$ cat config.mk
export PLATFORM = sky130hd
export DESIGN_NAME = uart_hex_sender_flat
export DESIGN_NICKNAME = d
export VERILOG_FILES = /design/src/rtl/uart_hex_sender_if.sv /design/src/rtl/uart_hex_sender.sv /design/src/flat_wrapper.sv
export SDC_FILE = /design/constraint.sdc
export NUM_CORES = 1
export LEC_CHECK = 0
export BUFFER_PORTS_ARGS = -buffer_cell sky130_fd_sc_hd__clkbuf_2
export CAP_MARGIN = 20
export CORE_MARGIN = 3
export CORE_UTILIZATION = 35
export CTS_BUF_LIST = sky130_fd_sc_hd__clkbuf_16
export DETAILED_ROUTE_END_ITERATION = 10
export GPL_TIMING_DRIVEN = 0
export SLEW_MARGIN = 15
export SYNTH_ARGS = -nofsm -noshare
export SYNTH_HDL_FRONTEND = slang
export SYNTH_SLANG_ARGS = --single-unit
$ cat constraint.sdc
create_clock -name i_clk -period 2.79 [get_ports i_clk]
set_input_delay 0.1395 -clock i_clk [delete_from_list [all_inputs] [get_ports i_clk]]
set_output_delay 0.1395 -clock i_clk [all_outputs]
set_load 0.1 [all_outputs]
$ cat src/rtl/uart_hex_sender_if.sv
// Purpose: bundles the word handshake and the transmitter-side character interface.
// Ports  : i_word/i_valid/o_ready (word in), o_data/o_txen/i_txempty (to transmitter),
//          o_busy/o_done (status). slave = formatter side, master = driver/transmitter side.
interface uart_hex_sender_if #(
  parameter int NIBBLES = 4
);
  logic [4*NIBBLES-1:0] i_word;
  logic                 i_valid;
  logic                 o_ready;
  logic [7:0]           o_data;
  logic                 o_txen;
  logic                 i_txempty;
  logic                 o_busy;
  logic                 o_done;

  modport slave (
    input  i_word, i_valid, i_txempty,
    output o_ready, o_data, o_txen, o_busy, o_done
  );

  modport master (
    output i_word, i_valid, i_txempty,
    input  o_ready, o_data, o_txen, o_busy, o_done
  );
endinterface

$ cat src/rtl/uart_hex_sender.sv
// Purpose: prints a binary word as uppercase ASCII hex (MSB nibble first), optional CR LF.
// Ports  : i_clk, i_rst (sync, active-high), bus (uart_hex_sender_if.slave).
// Flow   : one o_txen pulse per character, issued only while i_txempty=1; o_ready only in IDLE.
module uart_hex_sender #(
  parameter int NIBBLES   = 4,
  parameter bit SEND_CRLF = 1'b1
) (
  input  logic               i_clk,
  input  logic               i_rst,
  uart_hex_sender_if.slave   bus
);

  localparam int NCHAR = NIBBLES + 2 * int'(SEND_CRLF);
  localparam int IDXW  = $clog2(NCHAR + 1);

  typedef enum logic [1:0] {
    S_IDLE = 2'd0,
    S_SEND = 2'd1,
    S_WAIT = 2'd2
  } state_t;

  state_t               r_state;
  state_t               w_next;
  logic [4*NIBBLES-1:0] r_word;
  logic [IDXW-1:0]      r_idx;
  logic [3:0]           w_nib;
  logic [7:0]           w_char;
  logic                 w_last;

  assign w_last = (r_idx == IDXW'(NCHAR - 1));

  // State register
  always_ff @(posedge i_clk) begin
    if (i_rst) begin
      r_state <= S_IDLE;
    end else begin
      r_state <= w_next;
    end
  end

  // Word and character index; idx only advances once the previous character has left the
  // transmitter, so it always points at the character currently being offered or sent.
  always_ff @(posedge i_clk) begin
    if (i_rst) begin
      r_word <= '0;
      r_idx  <= '0;
    end else if (r_state == S_IDLE && bus.i_valid) begin
      r_word <= bus.i_word;
      r_idx  <= '0;
    end else if (r_state == S_WAIT && bus.i_txempty && !w_last) begin
      r_idx  <= r_idx + IDXW'(1);
    end
  end

  // Next-state logic
  always_comb begin
    w_next = r_state;
    case (r_state)
      S_IDLE:  if (bus.i_valid) w_next = S_SEND;
      S_SEND:  if (bus.i_txempty) w_next = S_WAIT;
      S_WAIT:  if (bus.i_txempty) w_next = w_last ? S_IDLE : S_SEND;
      default: w_next = S_IDLE;
    endcase
  end

  // Nibble select, MSB nibble at idx 0
  always_comb begin
    w_nib = '0;
    for (int k = 0; k < NIBBLES; k++) begin
      if (r_idx == IDXW'(k)) w_nib = r_word[4*(NIBBLES-1-k) +: 4];
    end
  end

  // ASCII mapping: 0-9 -> '0'..'9', A-F -> 'A'..'F' ('A' - 10 = 0x37)
  always_comb begin
    w_char = 8'h0A;
    if (r_idx < IDXW'(NIBBLES)) begin
      w_char = (w_nib < 4'd10) ? (8'h30 + {4'h0, w_nib}) : (8'h37 + {4'h0, w_nib});
    end else if (r_idx == IDXW'(NIBBLES)) begin
      w_char = 8'h0D;
    end
  end

  // Outputs; o_txen is suppressed during reset so no character escapes while resetting.
  always_comb begin
    bus.o_ready = (r_state == S_IDLE);
    bus.o_busy  = (r_state != S_IDLE);
    bus.o_txen  = (r_state == S_SEND) && bus.i_txempty && !i_rst;
    bus.o_done  = (r_state == S_WAIT) && bus.i_txempty && w_last;
    bus.o_data  = w_char;
  end

endmodule

$ cat src/flat_wrapper.sv
// flat-port wrapper written by rule: the top's interface ports become plain ports
module uart_hex_sender_flat 
#(
  parameter int NIBBLES   = 4,
  parameter bit SEND_CRLF = 1'b1
)
  (i_clk, i_rst, bus_i_word, bus_i_valid, bus_i_txempty, bus_o_ready, bus_o_data, bus_o_txen, bus_o_busy, bus_o_done);
  uart_hex_sender_if #(.NIBBLES(NIBBLES)) bus_i ();
  input  logic i_clk;
  input  logic i_rst;
  input wire logic [$bits(bus_i.i_word)-1:0] bus_i_word;
  input wire logic [$bits(bus_i.i_valid)-1:0] bus_i_valid;
  input wire logic [$bits(bus_i.i_txempty)-1:0] bus_i_txempty;
  output wire logic [$bits(bus_i.o_ready)-1:0] bus_o_ready;
  output wire logic [$bits(bus_i.o_data)-1:0] bus_o_data;
  output wire logic [$bits(bus_i.o_txen)-1:0] bus_o_txen;
  output wire logic [$bits(bus_i.o_busy)-1:0] bus_o_busy;
  output wire logic [$bits(bus_i.o_done)-1:0] bus_o_done;
  assign bus_i.i_word = bus_i_word;
  assign bus_i.i_valid = bus_i_valid;
  assign bus_i.i_txempty = bus_i_txempty;
  assign bus_o_ready = bus_i.o_ready;
  assign bus_o_data = bus_i.o_data;
  assign bus_o_txen = bus_i.o_txen;
  assign bus_o_busy = bus_i.o_busy;
  assign bus_o_done = bus_i.o_done;
  uart_hex_sender #(.NIBBLES(NIBBLES), .SEND_CRLF(SEND_CRLF)) u_core (.i_clk(i_clk), .i_rst(i_rst), .bus(bus_i));
endmodule
-- After elaboration in Yosys (flattened, before gate mapping)
Cells that the tools add are included.
- register bits: 21
- output and inout bits: 12
- add/sub/neg operators: 3
- magnitude comparators: 2
- eq/ne operators: 10
- mux-type cells: 12
- reductions and logical operators: 13
- operators by type and width (operator ; number):
    4-bit two-way mux ; 4
    8-bit two-way mux ; 2
    6-bit by 4-bit adder with 7-bit output (first input constant) ; 2
    3-bit by 2-bit == test with 1-bit output (second input constant) ; 2
    3-bit == test (second input constant) ; 2
    1-bit logical AND ; 6
    2-bit two-way mux ; 3
    2-bit inequality test (second input constant) ; 3
    2-bit one-hot mux with 3 select lines ; 1
    4-bit < comparator (second input constant) ; 1
    3-bit by 1-bit adder with 3-bit output (second input constant) ; 1
    3-bit by 1-bit == test with 1-bit output (second input constant) ; 1
    3-bit logical NOT ; 1
    3-bit < comparator (second input constant) ; 1
    3-bit two-way mux ; 1
    3-bit AND reduction ; 1
    2-bit by 1-bit == test with 1-bit output (second input constant) ; 1
    2-bit == test (second input constant) ; 1
    1-bit logical NOT ; 2
    2-bit logical NOT ; 1
    2-bit nonzero test ; 1
    2-bit OR reduction ; 1
    1-bit two-way mux ; 1

-- Longest topological paths before layout
- word-level depth: 8
- depth in mapped cells: 9

-- Least setup slack after synthesis
Ideal clock, no wire load.
- path kind: register -> output
- start point: register u_core.r_idx[0]
- end point: output bus_o_data[2]
- data arrival time: 3.356 ns
- path slack: -0.706 ns
- stages on the path, launching flop included: 9
- cell sequence: dfxtp_1 > inv_1 > ha_1 > nor2b_4 > a221o_1 > a32oi_4 > ha_1 > nand4b_1 > a31oi_1
- cells in the longest elaborated chain, start to end: 8
- RTL lines (element ; RTL line ; text):
    start, declared ; uart_hex_sender.sv:25 ; logic [IDXW-1:0] r_idx;
    start signal, assigned ; uart_hex_sender.sv:51 ; r_idx <= r_idx + IDXW'(1);
    3-bit logical NOT ; uart_hex_sender.sv:70 ; if (r_idx == IDXW'(k)) w_nib = r_word[4*(NIBBLES-1-k) +: 4];
    4-bit two-way mux (4 in series) ; uart_hex_sender.sv:70 ;
    6-bit by 4-bit adder with 7-bit output or 4-bit < comparator (tied branches) ; uart_hex_sender.sv:78 ; w_char = (w_nib < 4'd10) ? (8'h30 + {4'h0, w_nib}) : (8'h37 + {4'h0, w_nib});
    8-bit two-way mux ; uart_hex_sender.sv:78 ;
    8-bit two-way mux (*) ; uart_hex_sender.sv:77 ; if (r_idx < IDXW'(NIBBLES)) begin
    end, declared ; flat_wrapper.sv:15 ; output wire logic [$bits(bus_i.o_data)-1:0] bus_o_data;
Every way passes the cells marked *; elsewhere a longest branch is shown, timed or not.

-- Final worst setup path
- start point: register u_core.r_idx[1]
- end point: output bus_o_data[2]
The elaborated chain is that of the path after synthesis.

==> impl_metrics.json <==
{
  "antennaDiodeCount": 0,
  "initial_core_util": 0.374,
  "fin_crit_ns": 2.67,
  "yosysMostFrequentCell": "nand2_1",
  "r2r_end": "u_core.r_idx[1]",
  "crit_fanout": 9,
  "fill_cells": 331,
  "via_count": 1114,
  "crit_type": "reg -> out",
  "yosys-top-cells-area": "dfxtp_1, nand2_1, a21oi_1, ha_1, nor2_1",
  "cts_buffer_depth": 2,
  "hold_class": "in -> reg",
  "crit_chain": "inv_1 -> ha_1 -> buf_6 -> a221o_1 -> a32oi_4 -> ha_1 -> nand4b_1 -> a31oi_2 -> buf_8",
  "boundaryPins": 32,
  "final_hold_viol_count": 0,
  "drv_cap": 0,
  "instances_no_fill": 226,
  "first_iter_violations": 49,
  "reg2reg_from": "u_core.r_idx[1]",
  "min_to": "u_core.r_idx[0]",
  "detail_route.first_pass.iterations": 4,
  "portBuffers": 30,
  "use_met1": 0.173,
  "crit_buf_inv": 3,
  "async_flop_share": 0,
  "wl_per_cell_um": 12.3,
  "critPathMostFrequentCell": "ha_1",
  "p_leak_nw": 0.634,
  "cts_sinks": 21,
  "max_freq_mhz": 375,
  "regToRegSetupSlack_ns": 1.31,
  "cp-start-kind": "flip-flop",
  "syn_area_per_cell_um2": 7.95,
  "final.period_utilization": 0.956,
  "synthCells": 147,
  "worstPathArrival_ns": 2.53,
  "synthTopCellsByCount": "nand2_1, a21oi_1, dfxtp_1",
  "post-place-cells": 221,
  "synth-main-ff-cell": "dfxtp_1",
  "grt-busiest-layer": "met2",
  "finalSetupViolCount": 0,
  "met2_usage": 0.237,
  "synth_top_area_frac": 0.360,
  "drive_gt1_frac": 0.275,
  "cts_buffers": 3,
  "yosysWarnings": 0,
  "finish.net_count": 209,
  "met3_usage": 0.0299,
  "track_usage": 0.140,
  "fp-row-count": 20,
  "synth_edf_count": 0,
  "tightestPinTransition_ns": 0.541,
  "reg2reg_depth": 6,
  "hold_depth": 2,
  "hold_start": "i_rst",
  "via_per_inst": 4.93,
  "synth.net_count": 173,
  "grt_max_degree": 12,
  "critPathTopFamily": "compound AO/OA/AOI/OAI gates",
  "clk_pin_slew_ns": 0.05,
  "required_ns": 2.65,
  "hpwl_mm": 2.17,
  "skew_ns": 0.00291,
  "core_area_um2": 3130,
  "die_area_um2": 4070,
  "slew_headroom": 0.641,
  "root_buffer": "clkbuf_16",
  "outcome": "finished clean",
  "grt_pass1_wl_mm": 4.57,
  "insertion_delay_ns": 0.25,
  "setup_tns_ns": 0,
  "synth_area_um2": 1170,
  "grt_antenna_before_repair": 0,
  "wirelength_mm": 2.77,
  "cts_tree": "yes",
  "grt_pass1_vias": 1054,
  "place.gp.congestion": 0.739,
  "ctsHoldBuffers": 0,
  "die_x_um": 63.8,
  "area_growth_pct": 30.6,
  "overflow": 0,
  "die_y_um": 63.8,
  "synth_seq_cells": 21,
  "slowest_delay_ns": 0.39,
  "slew_violations": 0,
  "htree_num_levels": 1,
  "cp-end-kind": "output pin",
  "cpMaxStageDelayCell": "a221o_1",
  "rsz0062_at_grt": "no",
  "seq_area_frac_synth": 0.360,
  "ant_nets": 0,
  "drc": 0,
  "synth_cell_types": 37,
  "yosysTopAreaCell": "dfxtp_1",
  "ir_worst_vdd_v": 0.000259,
  "power_density_nw_per_um2": 536
}
[cell usage in the layout (no fill, tap or decap), types with 2 or more instances in the layout]
cell,n
dfxtp_1,20
a221o_1,3
buf_6,3
clkbuf_4,2
and2_1,3
nand2_1,37
inv_1,6
a21o_1,2
clkbuf_16,3
nor2_1,9
a21oi_1,20
clkbuf_2,25
nor3_1,4
buf_4,3
ha_1,5
o21ai_0,3
a32oi_1,2
nand2b_1,3
mux2i_1,2
clkbuf_1,3
buf_2,2
[cell type report]
type / count / area (um^2) / share of cell area
flip-flops and latches: 21 / 422 / 0.276
clock buffers: 3 / 75.1 / 0.0492
well taps: 44 / 55.1 / 0.0361
plain buffers: 8 / 45.0 / 0.0295
inverters: 5 / 18.8 / 0.0123
clock inverters: 1 / 3.75 / 0.00246
multi-input cells: 113 / 719 / 0.471
repair buffers: 31 / 188 / 0.123
[per-stage QoR]
| stage | util | hold WS, ns | setup slack (ns) | power (mW) | cell area, um^2 |
|---|---|---|---|---|---|
| after detailed placement | 0.445 | 0.360 | 0.0732 | 0.524 | 1390 |
| after floorplan | - | 0.217 | -0.0528 | 0.481 | 1190 |
| final | 0.488 | 0.0882 | 0.122 | 0.818 | 1530 |
| after CTS | 0.477 | 0.100 | 0.0127 | 0.822 | 1490 |
| after global routing | 0.488 | 0.0972 | 0.00391 | 0.854 | 1530 |
| after global placement | 0.445 | 0.350 | 0.161 | 0.519 | 1390 |
[worst max-delay path by stage]
stage               startpoint             to  cells past startpoint
2_1_floorplan  u_core.r_idx[0]  bus_o_data[2]                      8
5_1_grt        u_core.r_idx[1]  bus_o_data[2]                      9
3_5_place_dp   u_core.r_idx[2]  bus_o_data[2]                      9
4_1_cts        u_core.r_idx[0]  bus_o_data[5]                      8
3_3_place_gp   u_core.r_idx[2]  bus_o_data[2]                      9
6_report       u_core.r_idx[1]  bus_o_data[2]                      9
[kinds of logic after synthesis]
kind of cell | synth area share
compound gates | 0.249
xor+xnor | 0.00750
fa+ha+maj | 0.0642
buf+inv | 0.0546
flops | 0.360
mux | 0.0171
other cells | 0.00321
simple gates | 0.244
[flip-flops by register name, indices dropped and copies added, names as in the netlist]
name,cells
u_core.r_word,16
u_core.r_state,2
u_core.r_idx,3
[report_power, final]
group	total, mW	switching (mW)	internal [mW]
Combinational	0.196	0.137	0.0588
Sequential	0.329	0.0112	0.317
Clock	0.293	0.102	0.191
Total	0.818	0.251	0.567
[worst register-to-register path, delay by kind of cell (launching register included)]
family / cells / cell delay (ns)
AND/OR/NAND/NOR: 1 / 0.06
multiplexers: 1 / 0.23
flip-flops: 1 / 0.36
adder cells (fa/ha/maj): 1 / 0.20
buffers and inverters: 2 / 0.21
AO/OA/AOI/OAI: 1 / 0.31
[layer usage]
metal	part of all wire	routed length, um
met2	0.50	1400
met5	0	0
met1	0.43	1200
met4	0.0097	27
met3	0.055	152
[timing repair]
action / in CTS / in global routing
setup endpoints to repair: 5 / 7
buffers inserted: 0 / 1
endpoints found under the hold margin: 0 / 0
pin swaps: 0 / 1
resized for setup: 7 / 11
No activity file was read; power rests on OpenSTA's default activity.
